[src/rtl/fractcam_key_gen_if.sv]
// Search-key handshake between the key generator and the TCAM search port.
// The generator drives key/sel/key_valid; the search port returns key_ready.
interface fractcam_key_gen_if #(
  parameter int KEY_SIZE = 40,
  parameter int SN       = 4
);
  logic [KEY_SIZE-1:0] key;
  logic [SN-1:0]       sel;
  logic                key_valid;
  logic                key_ready;

  modport master (output key, output sel, output key_valid, input key_ready);
  modport slave  (input key, input sel, input key_valid, output key_ready);
endinterface

[src/rtl/fractcam_key_gen.sv]
// FRACTCAM search-key and sub-block-select generator.
// Emits num_keys keys over a valid/ready handshake using one of four key
// sequences (fixed, increment, LFSR, walking-one) and a fixed or
// round-robin select. All outputs come straight from registers.
module fractcam_key_gen #(
  parameter int                  KEY_SIZE  = 40,
  parameter int                  SN        = 4,
  parameter int                  CNT_W     = 16,
  parameter logic [KEY_SIZE-1:0] LFSR_TAPS = KEY_SIZE'(40'hA000140000)
) (
  input  logic                clk,
  input  logic                reset,
  input  logic                start,
  input  logic [1:0]          mode,
  input  logic                sel_mode,
  input  logic [KEY_SIZE-1:0] base_key,
  input  logic [SN-1:0]       sel_base,
  input  logic [CNT_W-1:0]    num_keys,
  fractcam_key_gen_if.master  kif,
  output logic                busy,
  output logic                done,
  output logic [CNT_W-1:0]    keys_sent
);

  typedef enum logic [1:0] {S_IDLE, S_RUN, S_DONE} state_t;

  state_t              state_q, state_d;
  logic [KEY_SIZE-1:0] key_q;
  logic [SN-1:0]       sel_q;
  logic [1:0]          mode_q;
  logic                sel_mode_q;
  logic [CNT_W-1:0]    num_q;
  logic [CNT_W-1:0]    sent_q;
  logic                hs;

  // First key of a run; the LFSR must never be seeded with all zeros.
  function automatic logic [KEY_SIZE-1:0] first_key(input logic [1:0]          m,
                                                     input logic [KEY_SIZE-1:0] b);
    case (m)
      2'd2:    first_key = (b == '0) ? KEY_SIZE'(1) : b;
      2'd3:    first_key = KEY_SIZE'(1);
      default: first_key = b;
    endcase
  endfunction

  // Key following k in the selected sequence.
  function automatic logic [KEY_SIZE-1:0] next_key(input logic [1:0]          m,
                                                    input logic [KEY_SIZE-1:0] k);
    case (m)
      2'd1:    next_key = k + KEY_SIZE'(1);
      2'd2:    next_key = {k[KEY_SIZE-2:0], ^(k & LFSR_TAPS)};
      2'd3:    next_key = {k[KEY_SIZE-2:0], k[KEY_SIZE-1]};
      default: next_key = k;
    endcase
  endfunction

  assign hs = (state_q == S_RUN) && kif.key_ready;

  // State register.
  always_ff @(posedge clk or posedge reset) begin
    if (reset) state_q <= S_IDLE;
    else       state_q <= state_d;
  end

  // Next-state logic: a zero-length run goes straight to DONE.
  always_comb begin
    state_d = state_q;
    case (state_q)
      S_IDLE: if (start) state_d = (num_keys != '0) ? S_RUN : S_DONE;
      S_RUN:  if (hs && ((sent_q + CNT_W'(1)) == num_q)) state_d = S_DONE;
      S_DONE: state_d = S_IDLE;
      default: state_d = S_IDLE;
    endcase
  end

  // Run configuration latch, key/select sequencing and handshake counter.
  always_ff @(posedge clk or posedge reset) begin
    if (reset) begin
      key_q      <= '0;
      sel_q      <= '0;
      mode_q     <= '0;
      sel_mode_q <= 1'b0;
      num_q      <= '0;
      sent_q     <= '0;
    end else if ((state_q == S_IDLE) && start) begin
      mode_q     <= mode;
      sel_mode_q <= sel_mode;
      num_q      <= num_keys;
      sent_q     <= '0;
      if (num_keys != '0) begin
        key_q <= first_key(mode, base_key);
        sel_q <= sel_base;
      end
    end else if (hs) begin
      sent_q <= sent_q + CNT_W'(1);
      key_q  <= next_key(mode_q, key_q);
      sel_q  <= sel_mode_q ? sel_q + SN'(1) : sel_q;
    end
  end

  assign kif.key       = key_q;
  assign kif.sel       = sel_q;
  assign kif.key_valid = (state_q == S_RUN);
  assign busy          = (state_q == S_RUN);
  assign done          = (state_q == S_DONE);
  assign keys_sent     = sent_q;

endmodule

[src/flat_wrapper.sv]
// flat-port wrapper written by rule: the top's interface ports become plain ports
module fractcam_key_gen_flat 
#(
  parameter int                  KEY_SIZE  = 40,
  parameter int                  SN        = 4,
  parameter int                  CNT_W     = 16,
  parameter logic [KEY_SIZE-1:0] LFSR_TAPS = KEY_SIZE'(40'hA000140000)
)
  (clk, reset, start, mode, sel_mode, base_key, sel_base, num_keys, busy, done, keys_sent, kif_key, kif_sel, kif_key_valid, kif_key_ready);
  fractcam_key_gen_if #(.KEY_SIZE(KEY_SIZE), .SN(SN)) kif_i ();
  input  logic clk;
  input  logic reset;
  input  logic start;
  input  logic [1:0] mode;
  input  logic sel_mode;
  input  logic [KEY_SIZE-1:0] base_key;
  input  logic [SN-1:0] sel_base;
  input  logic [CNT_W-1:0] num_keys;
  output logic busy;
  output logic done;
  output logic [CNT_W-1:0] keys_sent;
  output wire logic [$bits(kif_i.key)-1:0] kif_key;
  output wire logic [$bits(kif_i.sel)-1:0] kif_sel;
  output wire logic [$bits(kif_i.key_valid)-1:0] kif_key_valid;
  input wire logic [$bits(kif_i.key_ready)-1:0] kif_key_ready;
  assign kif_key = kif_i.key;
  assign kif_sel = kif_i.sel;
  assign kif_key_valid = kif_i.key_valid;
  assign kif_i.key_ready = kif_key_ready;
  fractcam_key_gen #(.KEY_SIZE(KEY_SIZE), .SN(SN), .CNT_W(CNT_W), .LFSR_TAPS(LFSR_TAPS)) u_core (.clk(clk), .reset(reset), .start(start), .mode(mode), .sel_mode(sel_mode), .base_key(base_key), .sel_base(sel_base), .num_keys(num_keys), .kif(kif_i), .busy(busy), .done(done), .keys_sent(keys_sent));
endmodule
[config.mk]
export PLATFORM = sky130hd
export DESIGN_NAME = fractcam_key_gen_flat
export DESIGN_NICKNAME = d
export VERILOG_FILES = /design/src/rtl/fractcam_key_gen_if.sv /design/src/rtl/fractcam_key_gen.sv /design/src/flat_wrapper.sv
export SDC_FILE = /design/constraint.sdc
export NUM_CORES = 1
export LEC_CHECK = 0
export BUFFER_PORTS_ARGS = -buffer_cell sky130_fd_sc_hd__buf_2
export CORE_AREA = 2 2 117 147
export DETAILED_ROUTE_END_ITERATION = 8
export DIE_AREA = 0 0 119 149
export PLACE_DENSITY = 0.59
export SETUP_SLACK_MARGIN = 0.4
export SYNTH_ARGS = -nofsm -noshare
export SYNTH_HDL_FRONTEND = slang
export SYNTH_SLANG_ARGS = --single-unit
[constraint.sdc]
create_clock -name clk -period 2.93 [get_ports clk]
set_input_delay 0.586 -clock clk [delete_from_list [all_inputs] [get_ports clk]]
set_output_delay 0.586 -clock clk [all_outputs]
set_load 0.01 [all_outputs]
==> impl_metrics.py <==
metrics = {
    "sta": {
        "setup_viol": 0,
        "timing_hold_violations_final": 0,
        "timing.fmax_ghz": 0.4133,
        "fin_skew_ns": 0.007448,
        "min_period_ns": 2.419,
        "finalCritPeriodShare_pct": 82.58,
        "tightest_slew_ns": 0.7120,
        "grt_setup_unrepaired": "true",
        "slew_headroom_pct": 52.32,
        "worst_slack_ns": 0.5105,
        "slew_viol_final": 0,
    },
    "routing": {
        "vias": 5953,
        "drt_first_pass_iters": 5,
        "route.detailed.drc": 0,
        "wl_um": 19620,
        "drtAntennaViolNets": 0,
        "drt_iter0_markers": 591,
        "vias_per_cell": 5.670,
        "wl_per_cell_um": 18.69,
    },
    "hold_path": {
        "hold_class": "primary input to asynchronous set/reset pin",
    },
    "power_and_ir_drop": {
        "ir_worst_vdd_mv": 0.4291,
        "leakagePower_nw": 2.924,
        "p_total_mw": 6.276,
        "power_density_nw_per_um2": 905.7,
    },
    "yosys": {
        "yosysSeqAreaShare_pct": 36.00,
        "synth_top_area_share_pct": 36.00,
        "synth_edf_count": 0,
        "synth_cells": 704,
        "synthTopCellsByCount": "nand2_1, dfrtp_1, o21ai_0",
        "yosysMostFrequentCell": "nand2_1",
        "yosys-top-cells-area": "dfrtp_1, nand2_1, o21ai_0",
        "ys_ff_latch": 81,
        "async_reset_ff_share_pct": 100.0,
        "netlist_area_sq_um": 5630,
        "syn_area_per_cell_sq_um": 7.998,
        "synth_cell_types": 69,
        "synth-main-ff-cell": "dfrtp_1",
        "synthesis.nets": 774,
        "yosys.area.top_type": "dfrtp_1",
        "ys_warn_count": 0,
    },
    "critical_path": {
        "crit_slowest_cell": "or4_4",
        "crit_fanout": 8,
        "cp.arrival_ns": 2.66,
        "worst_setup_path_start_kind": "flop",
        "max_stage_delay_ns": 0.53,
        "reg2reg_to": "u_core.kif.key[28]",
        "path_cells": "ha_2, nand4_1, or4_4, nor4_4, mux2_2, o21ai_0, a221o_1",
        "rrSetupSlack_ns": 0.51,
        "r2r_cells": 7,
        "required_ns": 3.17,
        "cp-end-kind": "flop",
        "worstSetupPathType": "flop to flop",
        "rr_startpoint": "u_core.kif.key[0]",
    },
    "run": {
        "maxCapViolations": 0,
    },
    "clock_tree": {
        "cts_buffers": 9,
        "tritoncts": "yes",
        "cts.clk_slew.worst_paths_ns": 0.07,
        "clk_latency_ns": 0.35,
        "cts.sinks": 81,
        "h-tree-depth": 3,
        "cts_buffer_depth": 2,
        "cts_root_buf": "clkbuf_16",
    },
    "cells_and_area": {
        "fin_nets": 895,
        "drive_gt1_share_pct": 25.06,
        "utilization_pct": 41.96,
        "diodes": 0,
        "syn_to_final_growth_pct": 23.07,
        "stdcell_area_sq_um": 6929,
    },
    "die": {
        "fp.dieW_um": 119,
        "core_sq_um": 16510,
        "die-height_um": 149,
        "start_util_pct": 34.10,
        "fp.dieArea_sq_um": 17730,
        "num_io_pins": 130,
        "num_rows": 53,
    },
    "global_routing": {
        "grt_max_degree": 82,
        "grt-ovfl-total": 0,
        "grt.total_usage_pct": 22.32,
        "grt_pass1_wl_um": 30930,
        "grt_pass1_vias": 5756,
        "grt_antenna_before_repair": 0,
    },
    "place": {
        "dp_hpwl_um": 13890,
        "pre_cts_slack_ns": 0.009112,
        "place_area_sq_um": 6506,
        "portBuffers": 129,
        "gp_congestion": 0.8709,
    },
    "status": {
        "status": "finished, final reports clean",
    },
}
## metal layers
layer | wire length [um] | vias to the layer above | track usage, %
met1 | 8000 | 2859 | 26.75
li1 | - | 2838 | -
met4 | 708 | 0 | 10.89
met5 | 0 | - | 0
met2 | 9983 | 214 | 39.34
met3 | 931 | 42 | 2.943
## cell usage in the layout (no fill, tap or decap), types with 5 or more instances in the layout
master / count
clkbuf_16: 9
o21ai_0: 67
nor3_1: 13
a31oi_1: 17
o31ai_1: 9
or3_1: 6
o311ai_0: 5
nand4_1: 24
nor4_1: 22
inv_1: 11
a32oi_1: 5
nand3_1: 33
a221o_1: 9
dfrtp_1: 77
xor2_1: 8
nand2_1: 130
a21oi_1: 35
buf_4: 33
a22oi_1: 8
nor2_1: 50
buf_2: 129
o211ai_1: 12
xnor2_1: 25
## critical path, delay by kind of cell, from the launching register on
| kind | cells | cell delay, ns |
|---|---|---|
| simple gates | 3 | 1.03 |
| flops | 1 | 0.43 |
| compound gates | 2 | 0.37 |
| fa+ha+maj | 1 | 0.25 |
| mux | 1 | 0.22 |
## layout make-up
cell class              instances  area, sq um
clock inverters                 5        125.1
fillers                      1733         9583
multi-input cells             557         3278
well taps                     220        275.3
inverters                      13        52.55
repair buffers                163        913.4
flip-flops and latches         81         2032
clock buffers                  11        252.7
## what timing repair did
item | CTS | global route
resized for setup | 3 | 8
hold buffers | 0 | 0
setup endpoints to repair | 11 | 8
pin swaps | 1 | 1
buffers inserted | 0 | 1
## registers in the layout (all words and copies together) (netlist names)
register	count
u_core.keys_sent	16
u_core.kif.key	40
u_core.kif.sel	4
u_core.mode_q	2
u_core.num_q	16
u_core.sel_mode_q	1
u_core.state_q	2
## how the worst max path moves through the flow
| stage | from | cells past startpoint | slack [ns] | to |
|---|---|---|---|---|
| after CTS | u_core.kif.key[0] | 7 | 0.41 | u_core.kif.key[34] |
| after global routing | u_core.kif.key[0] | 7 | 0.39 | u_core.kif.key[28] |
| after detailed placement | start | 7 | 0.009 | u_core.kif.key[0] |
| after global placement | start | 7 | -0.10 | u_core.kif.key[0] |
| after floorplan | u_core.kif.key[0] | 7 | 0.58 | u_core.kif.key[28] |
| final | u_core.kif.key[0] | 7 | 0.51 | u_core.kif.key[28] |
## power by group
| group | internal [mW] | total [mW] | switching, mW |
|---|---|---|---|
| Sequential | 1.53 | 2.20 | 0.669 |
| Clock | 0.966 | 1.48 | 0.515 |
| Combinational | 1.13 | 2.60 | 1.47 |
| Total | 3.62 | 6.28 | 2.66 |
## through the flow
stage	setup TNS [ns]	hold WS, ns	instances
2_1_floorplan	0	0.4652	704
3_3_place_gp	-0.1001	0.4788	1033
3_5_place_dp	0	0.4836	1033
4_1_cts	0	0.3865	1049
5_1_grt	0	0.4218	1050
6_report	0	0.3681	1050
## cell families (layout without fill, tap and decap cells)
| family | Yosys count | after routing | synth area share (%) |
|---|---|---|---|
| and+or+nand+nor | 314 | 314 | 27.36 |
| AOI/OAI and AO/OA | 201 | 201 | 23.16 |
| DFF | 81 | 81 | 36.00 |
| buffers and inverters | 66 | 192 | 6.578 |
| xor gates and xnor gates | 33 | 33 | 5.133 |
| muxes | 6 | 6 | 1.111 |
| adders and majority gates | 3 | 3 | 0.6667 |
Note: power is estimated with default switching activity, not from simulation.
